## config.mk

```make
export PLATFORM = sky130hd
export DESIGN_NAME = sad_ctrl
export DESIGN_NICKNAME = d
export VERILOG_FILES = /design/src/rtl/sad_pkg.sv /design/src/rtl/sad_absacc.sv /design/src/rtl/sad_ctrl.sv
export SDC_FILE = /design/constraint.sdc
export NUM_CORES = 1
export LEC_CHECK = 0
export BUFFER_PORTS_ARGS = -buffer_cell sky130_fd_sc_hd__clkbuf_2
export CAP_MARGIN = 15
export CORE_UTILIZATION = 37
export DETAILED_ROUTE_END_ITERATION = 10
export SLEW_MARGIN = 0
export SYNTH_ARGS = -nofsm -noshare
export SYNTH_HDL_FRONTEND = slang
export SYNTH_HIERARCHICAL = 1
export SYNTH_SLANG_ARGS = --single-unit
```

## constraint.sdc

```tcl
create_clock -name clk -period 2.39 [get_ports clk]
set_clock_uncertainty 0.05 [all_clocks]
set_input_delay 0 -clock clk [delete_from_list [all_inputs] [get_ports clk]]
set_output_delay 0 -clock clk [all_outputs]
set_load 0.02 [all_outputs]
```

## src/rtl/sad_pkg.sv

```systemverilog
// Shared constants and FSM state type for the SAD block-compare slice.
package sad_pkg;

  localparam int unsigned N_PIX  = 256;
  localparam int unsigned PIX_W  = 8;
  localparam int unsigned ADDR_W = 9;
  localparam int unsigned SAD_W  = 16;

  typedef enum logic [1:0] {
    IDLE,
    READ,
    DRAIN,
    DONE
  } state_t;

endpackage

```

## src/rtl/sad_absacc.sv

```systemverilog
// Valid pipe plus |a-b| accumulator; one-cycle memory latency is absorbed by the valid register.
module sad_absacc #(
  parameter int unsigned PIX_W = 8,
  parameter int unsigned SAD_W = 16
) (
  input  logic             clk,
  input  logic             rst,
  input  logic             clr,
  input  logic             en,
  input  logic [PIX_W-1:0] pix_a,
  input  logic [PIX_W-1:0] pix_b,
  output logic [SAD_W-1:0] sad
);

  logic             vld;
  logic [PIX_W:0]   diff;

  always_comb begin
    if (pix_a >= pix_b) diff = {1'b0, pix_a} - {1'b0, pix_b};
    else                diff = {1'b0, pix_b} - {1'b0, pix_a};
  end

  always_ff @(posedge clk or posedge rst) begin
    if (rst) begin
      vld <= 1'b0;
      sad <= '0;
    end else if (clr) begin
      vld <= 1'b0;
      sad <= '0;
    end else begin
      vld <= en;
      if (vld) sad <= sad + SAD_W'(diff);
    end
  end

endmodule

```

## src/rtl/sad_ctrl.sv

```systemverilog
// SAD run sequencer: issues N_PIX read indices, drains the last pixel pair, pulses done.
module sad_ctrl #(
  parameter int unsigned N_PIX  = sad_pkg::N_PIX,
  parameter int unsigned PIX_W  = sad_pkg::PIX_W,
  parameter int unsigned ADDR_W = sad_pkg::ADDR_W,
  parameter int unsigned SAD_W  = sad_pkg::SAD_W
) (
  input  logic              clk,
  input  logic              rst,
  input  logic              start,
  input  logic              abort,
  output logic              rd_en,
  output logic [ADDR_W-1:0] addr,
  input  logic [PIX_W-1:0]  pix_a,
  input  logic [PIX_W-1:0]  pix_b,
  output logic              busy,
  output logic              done,
  output logic [SAD_W-1:0]  sad
);

  import sad_pkg::*;

  localparam logic [ADDR_W-1:0] LAST = ADDR_W'(N_PIX - 1);

  state_t state;
  logic   clr;

  // Accumulator is cleared both on an accepted start and on an abort of a live run.
  always_comb begin
    clr = 1'b0;
    if (state == IDLE && start) clr = 1'b1;
    if (abort && (state == READ || state == DRAIN)) clr = 1'b1;
  end

  always_ff @(posedge clk or posedge rst) begin
    if (rst) begin
      state <= IDLE;
      addr  <= '0;
      rd_en <= 1'b0;
      busy  <= 1'b0;
      done  <= 1'b0;
    end else begin
      done <= 1'b0;
      unique case (state)
        IDLE: begin
          if (start) begin
            state <= READ;
            addr  <= '0;
            rd_en <= 1'b1;
            busy  <= 1'b1;
          end
        end
        READ: begin
          if (abort) begin
            state <= IDLE;
            addr  <= '0;
            rd_en <= 1'b0;
            busy  <= 1'b0;
          end else if (addr == LAST) begin
            state <= DRAIN;
            addr  <= '0;
            rd_en <= 1'b0;
          end else begin
            addr <= addr + 1'b1;
          end
        end
        DRAIN: begin
          busy <= 1'b0;
          if (abort) begin
            state <= IDLE;
          end else begin
            state <= DONE;
            done  <= 1'b1;
          end
        end
        DONE: begin
          state <= IDLE;
        end
        default: begin
          state <= IDLE;
        end
      endcase
    end
  end

  sad_absacc #(
    .PIX_W(PIX_W),
    .SAD_W(SAD_W)
  ) u_absacc (
    .clk  (clk),
    .rst  (rst),
    .clr  (clr),
    .en   (rd_en),
    .pix_a(pix_a),
    .pix_b(pix_b),
    .sad  (sad)
  );

endmodule

```

==> reports/results.txt <==
The number of buffers and inverters on the critical path is 4. The critical path's top delay family is compound AO/OA/AOI/OAI gates. Total congestion overflow after global routing: 0.

Once detail routing completed, the nets flagged for antenna violations numbered 0. The final weighted congestion in routability-driven placement was 0.797. The share of synthesized flip-flops with an asynchronous set or reset came out at 100%. The checks that failed: setup timing. Mean cell area of the mapped netlist: 9.03 µm². For the total die area, the log shows 8070 µm². For this design the ratio of total power to cell area is 789 nW/µm².

For the final instance area, the log shows 4030 µm². The part of the cycle the worst path needs was 122%; the actual transition at the worst max-transition pin was 0.723 ns. The first global-routing pass estimated 12300 µm of wire. Entering global routing, the biggest net connects 18 pins.

For this block, the via count after detailed routing is 2681. Leaving out filler cells and counting taps, the final layout contains 521. Of all cell types, the one taking the most synthesized area is sky130_fd_sc_hd__dfrtp_1. The run gives 0.589 mV as the highest ir drop seen on vdd. The placed wire-length estimate after detailed placement is 5600 µm, and the number of max-capacitance violations reported is 0. After detailed routing, the number of remaining DRC violations is 0. The first TritonRoute pass finished after 5 iterations. The logs give 506 for the number of instances in the placed design and 31 for the number of clock sinks. The clock reaches the later pin of the worst-skew pair after 0.29 ns. Setup violations remaining at the end of the flow were counted as 12. The critical path launch point type is an input port. Largest stage delay on the critical path: 0.37 ns. Timing would allow up to 343 MHz. The synthesized design contains 0 enable-type register cells. Clock-pin slew was measured on the worst setup and hold paths at 0.07 ns. In this run the static leakage power is 1.98 nW. For the number of buffers added by the clock tree synthesis step, the log shows 5. The logs give 7370 µm² for the area of the core and 18.5% for the overall track demand over capacity in global routing. On the critical path, the stage with the largest delay is an instance of sky130_fd_sc_hd__ha_1. STA puts the critical path data arrival time at 3.03 ns. The tools report the number of global-route vias before repair as 2623. The path class of the lowest-slack min-delay path is in2reg. The total of buffers placed on input and output ports was 47. The cell area that synthesis handed to floorplanning was 2850 µm². The placed cell area was 3730 µm². For the final hold violation count, the log shows 0. Yosys instantiated no cell more often than sky130_fd_sc_hd__ha_1. Per-cell via count in the routed design: 5.15. The tools report the worst slew margin relative to its limit as 51.8%.

Setup repair after global routing could not meet its margin everywhere. In this run the core area contains 31 standard-cell rows. The detailed router finished its first iteration with 77 violations. The tools report the part of the Yosys area used for sequential elements as 27.2%.

The fraction of layout cells with a size suffix above 1 was 42.4%. After synthesis, the netlist uses 65 different library cells. Depth of the CTS H-tree: 2. Along the worst path, the maximum fanout reaches 4.

The net count after synthesis was 371. The number of top-level design ports was 48. The number of antenna diodes in the final layout is 0. The run gives 7180 µm as the overall routed net length.

The area growth from synthesis to layout is 41.1%. STA puts the critical path data required time at 2.51 ns. The run gives 2 as the maximum root-to-sink buffer count. In this run the clock root is driven by a sky130_fd_sc_hd__clkbuf_8. Dividing the detail-routed wire length by the instance count gives 13.8 µm.

The post-synthesis sequential element count was 31. By area the synthesized netlist is led by sky130_fd_sc_hd__dfrtp_1 (27%), sky130_fd_sc_hd__ha_1 (14%), sky130_fd_sc_hd__inv_1 (3.8%), sky130_fd_sc_hd__mux2i_1 (3.5%), sky130_fd_sc_hd__a21oi_1 (3.2%). The worst setup path is captured at a register. Sorting the synthesized cells by how often they occur yields sky130_fd_sc_hd__ha_1 (32), sky130_fd_sc_hd__dfrtp_1 (31), sky130_fd_sc_hd__inv_1 (29).

From bottom edge to top edge, the die measures 89.8 µm. The dominant synthesized flop cell was sky130_fd_sc_hd__dfrtp_1. The width of the die came out at 89.8 µm.

The number of antenna violations at the first check in global routing was 0. In the final timing run, aggregate negative setup slack is -4.25 ns. Measured on the finished design, the core utilization comes to 54.7%.

The Yosys step of the flow raised 6 warnings. The least setup slack across all paths after layout is -0.522 ns. TritonCTS built the clock tree. The critical path goes through buf_8 -> inv_4 -> ha_4 -> inv_2 -> fa_2 -> a21o_1 -> a221o_1 -> nor2_1 -> mux2i_1 -> xor2_1 -> ha_1 -> buf_6 -> a21oi_4 -> nand2_2 -> a31oi_4 -> a211oi_2 -> mux2_1. Number of nets in the final layout: 476. The fraction of synthesized cell area taken by the top area cell type was 27.2%; the post-synthesis cell count was 316. The routed design could run at a clock period as short as 2.91 ns. By startpoint and endpoint, the worst setup path is classified as in2reg. The run finished, with violations left. Once the floorplan was initialized, standard cells occupied 38.7% of the core.

The tools report the max-slew violation count as 0.
-- stage by stage --
stage	total power, W	hold WS (ns)	setup slack [ns]
final	0.00318	0.0591	-0.522
after global routing	0.00346	0.131	-0.595
after floorplan	0.00197	-0.161	-0.514
after detailed placement	0.00256	0.0205	-0.844
after global placement	0.00252	0.0229	-0.747
after CTS	0.00315	0.0454	-0.454
-- cell families after synthesis --
logic type | count (synthesis) | synth area share, %
AND/OR/NAND/NOR | 96 | 18.1
flip-flops | 31 | 27.2
XOR/XNOR | 11 | 3.38
AO/OA/AOI/OAI | 84 | 21.4
multiplexers | 19 | 7.58
buffers and inverters | 40 | 6.18
adder cells (fa/ha/maj) | 35 | 16.1
-- cells in the final DEF (no fill, tap or decap), drive strengths merged, types with 3 or more instances in the layout --
cell and n:
a21o 9, dfrtp 31, and3 4, xor2 3, a211oi 6, nand3 9, nor3 4, inv 30
nand2 18, o211ai 3, mux2i 11, o21ai 20, a21boi 4, nand2b 5, buf 62, a31oi 4
fa 3, clkbuf 49, mux2 8, a21oi 21, a221oi 3, nor2b 10, xnor2 8, nand4 3
or3 3, ha 32, nor2 24
-- final timing paths --
kind / start / end / slack (ns) / depth (start not counted)
worst max-delay path: pix_b[0] / u_absacc/sad[13] / -0.52 / 17
worst min-delay path: start / rd_en / 0.06 / 3
worst max register to register: u_absacc/sad[0] / u_absacc/sad[14] / 0.28 / 8
worst min register to register: addr[1] / addr[1] / 0.49 / 2
max in group asynchronous: rst / u_absacc/sad[2] / 1.51 / 3
min in group asynchronous: rst / addr[1] / 0.24 / 3
-- report_power, final --
group	switching, W	total [W]	internal (W)
Combinational	0.00101	0.00191	0.000900
Clock	0.000214	0.000524	0.000310
Sequential	0.000116	0.000746	0.000629
Total	0.00134	0.00318	0.00184
-- area by class of cell --
class | count | area [µm²]
fill | 671 | 3340
clock inverter | 3 | 43.8
multi-input combinational | 245 | 2160
sequential | 31 | 776
clock buffer | 5 | 68.8
timing repair buffer | 108 | 738
inverter | 30 | 120
tap | 99 | 124
-- state kept, by name, summed over array words and instances (netlist names) --
name	count
state	2
busy	1
u_absacc/sad	16
addr	9
rd_en	1
u_absacc/vld	1
done	1
-- routing by layer --
layer | routed length [µm] | share of wire [%] | global-route usage [%] | up-vias
li1 | - | - | - | 1336
met1 | 3380 | 47 | 24.4 | 1266
met2 | 3390 | 47 | 30.6 | 64
met3 | 281 | 3.9 | 3.38 | 15
met4 | 119 | 1.7 | 5.87 | 0
met5 | 0 | 0 | 0 | -
-- worst min-delay path: stages --
cell and delay, ns:
sky130_fd_sc_hd__clkbuf_2 0.13, sky130_fd_sc_hd__a21oi_1 0.14, sky130_fd_sc_hd__o21ai_0 0.07
-- repair_timing --
item / 4_1_cts / 5_1_grt
pin swaps: 7 / 19
gates resized for setup: 12 / 22
cloned: 0 / 0
setup endpoints to repair: 13 / 13
buffers inserted: 1 / 4
hold buffers: 2 / 0
endpoints found under the hold margin: 32 / 0
No activity file was read; power rests on OpenSTA's default activity.
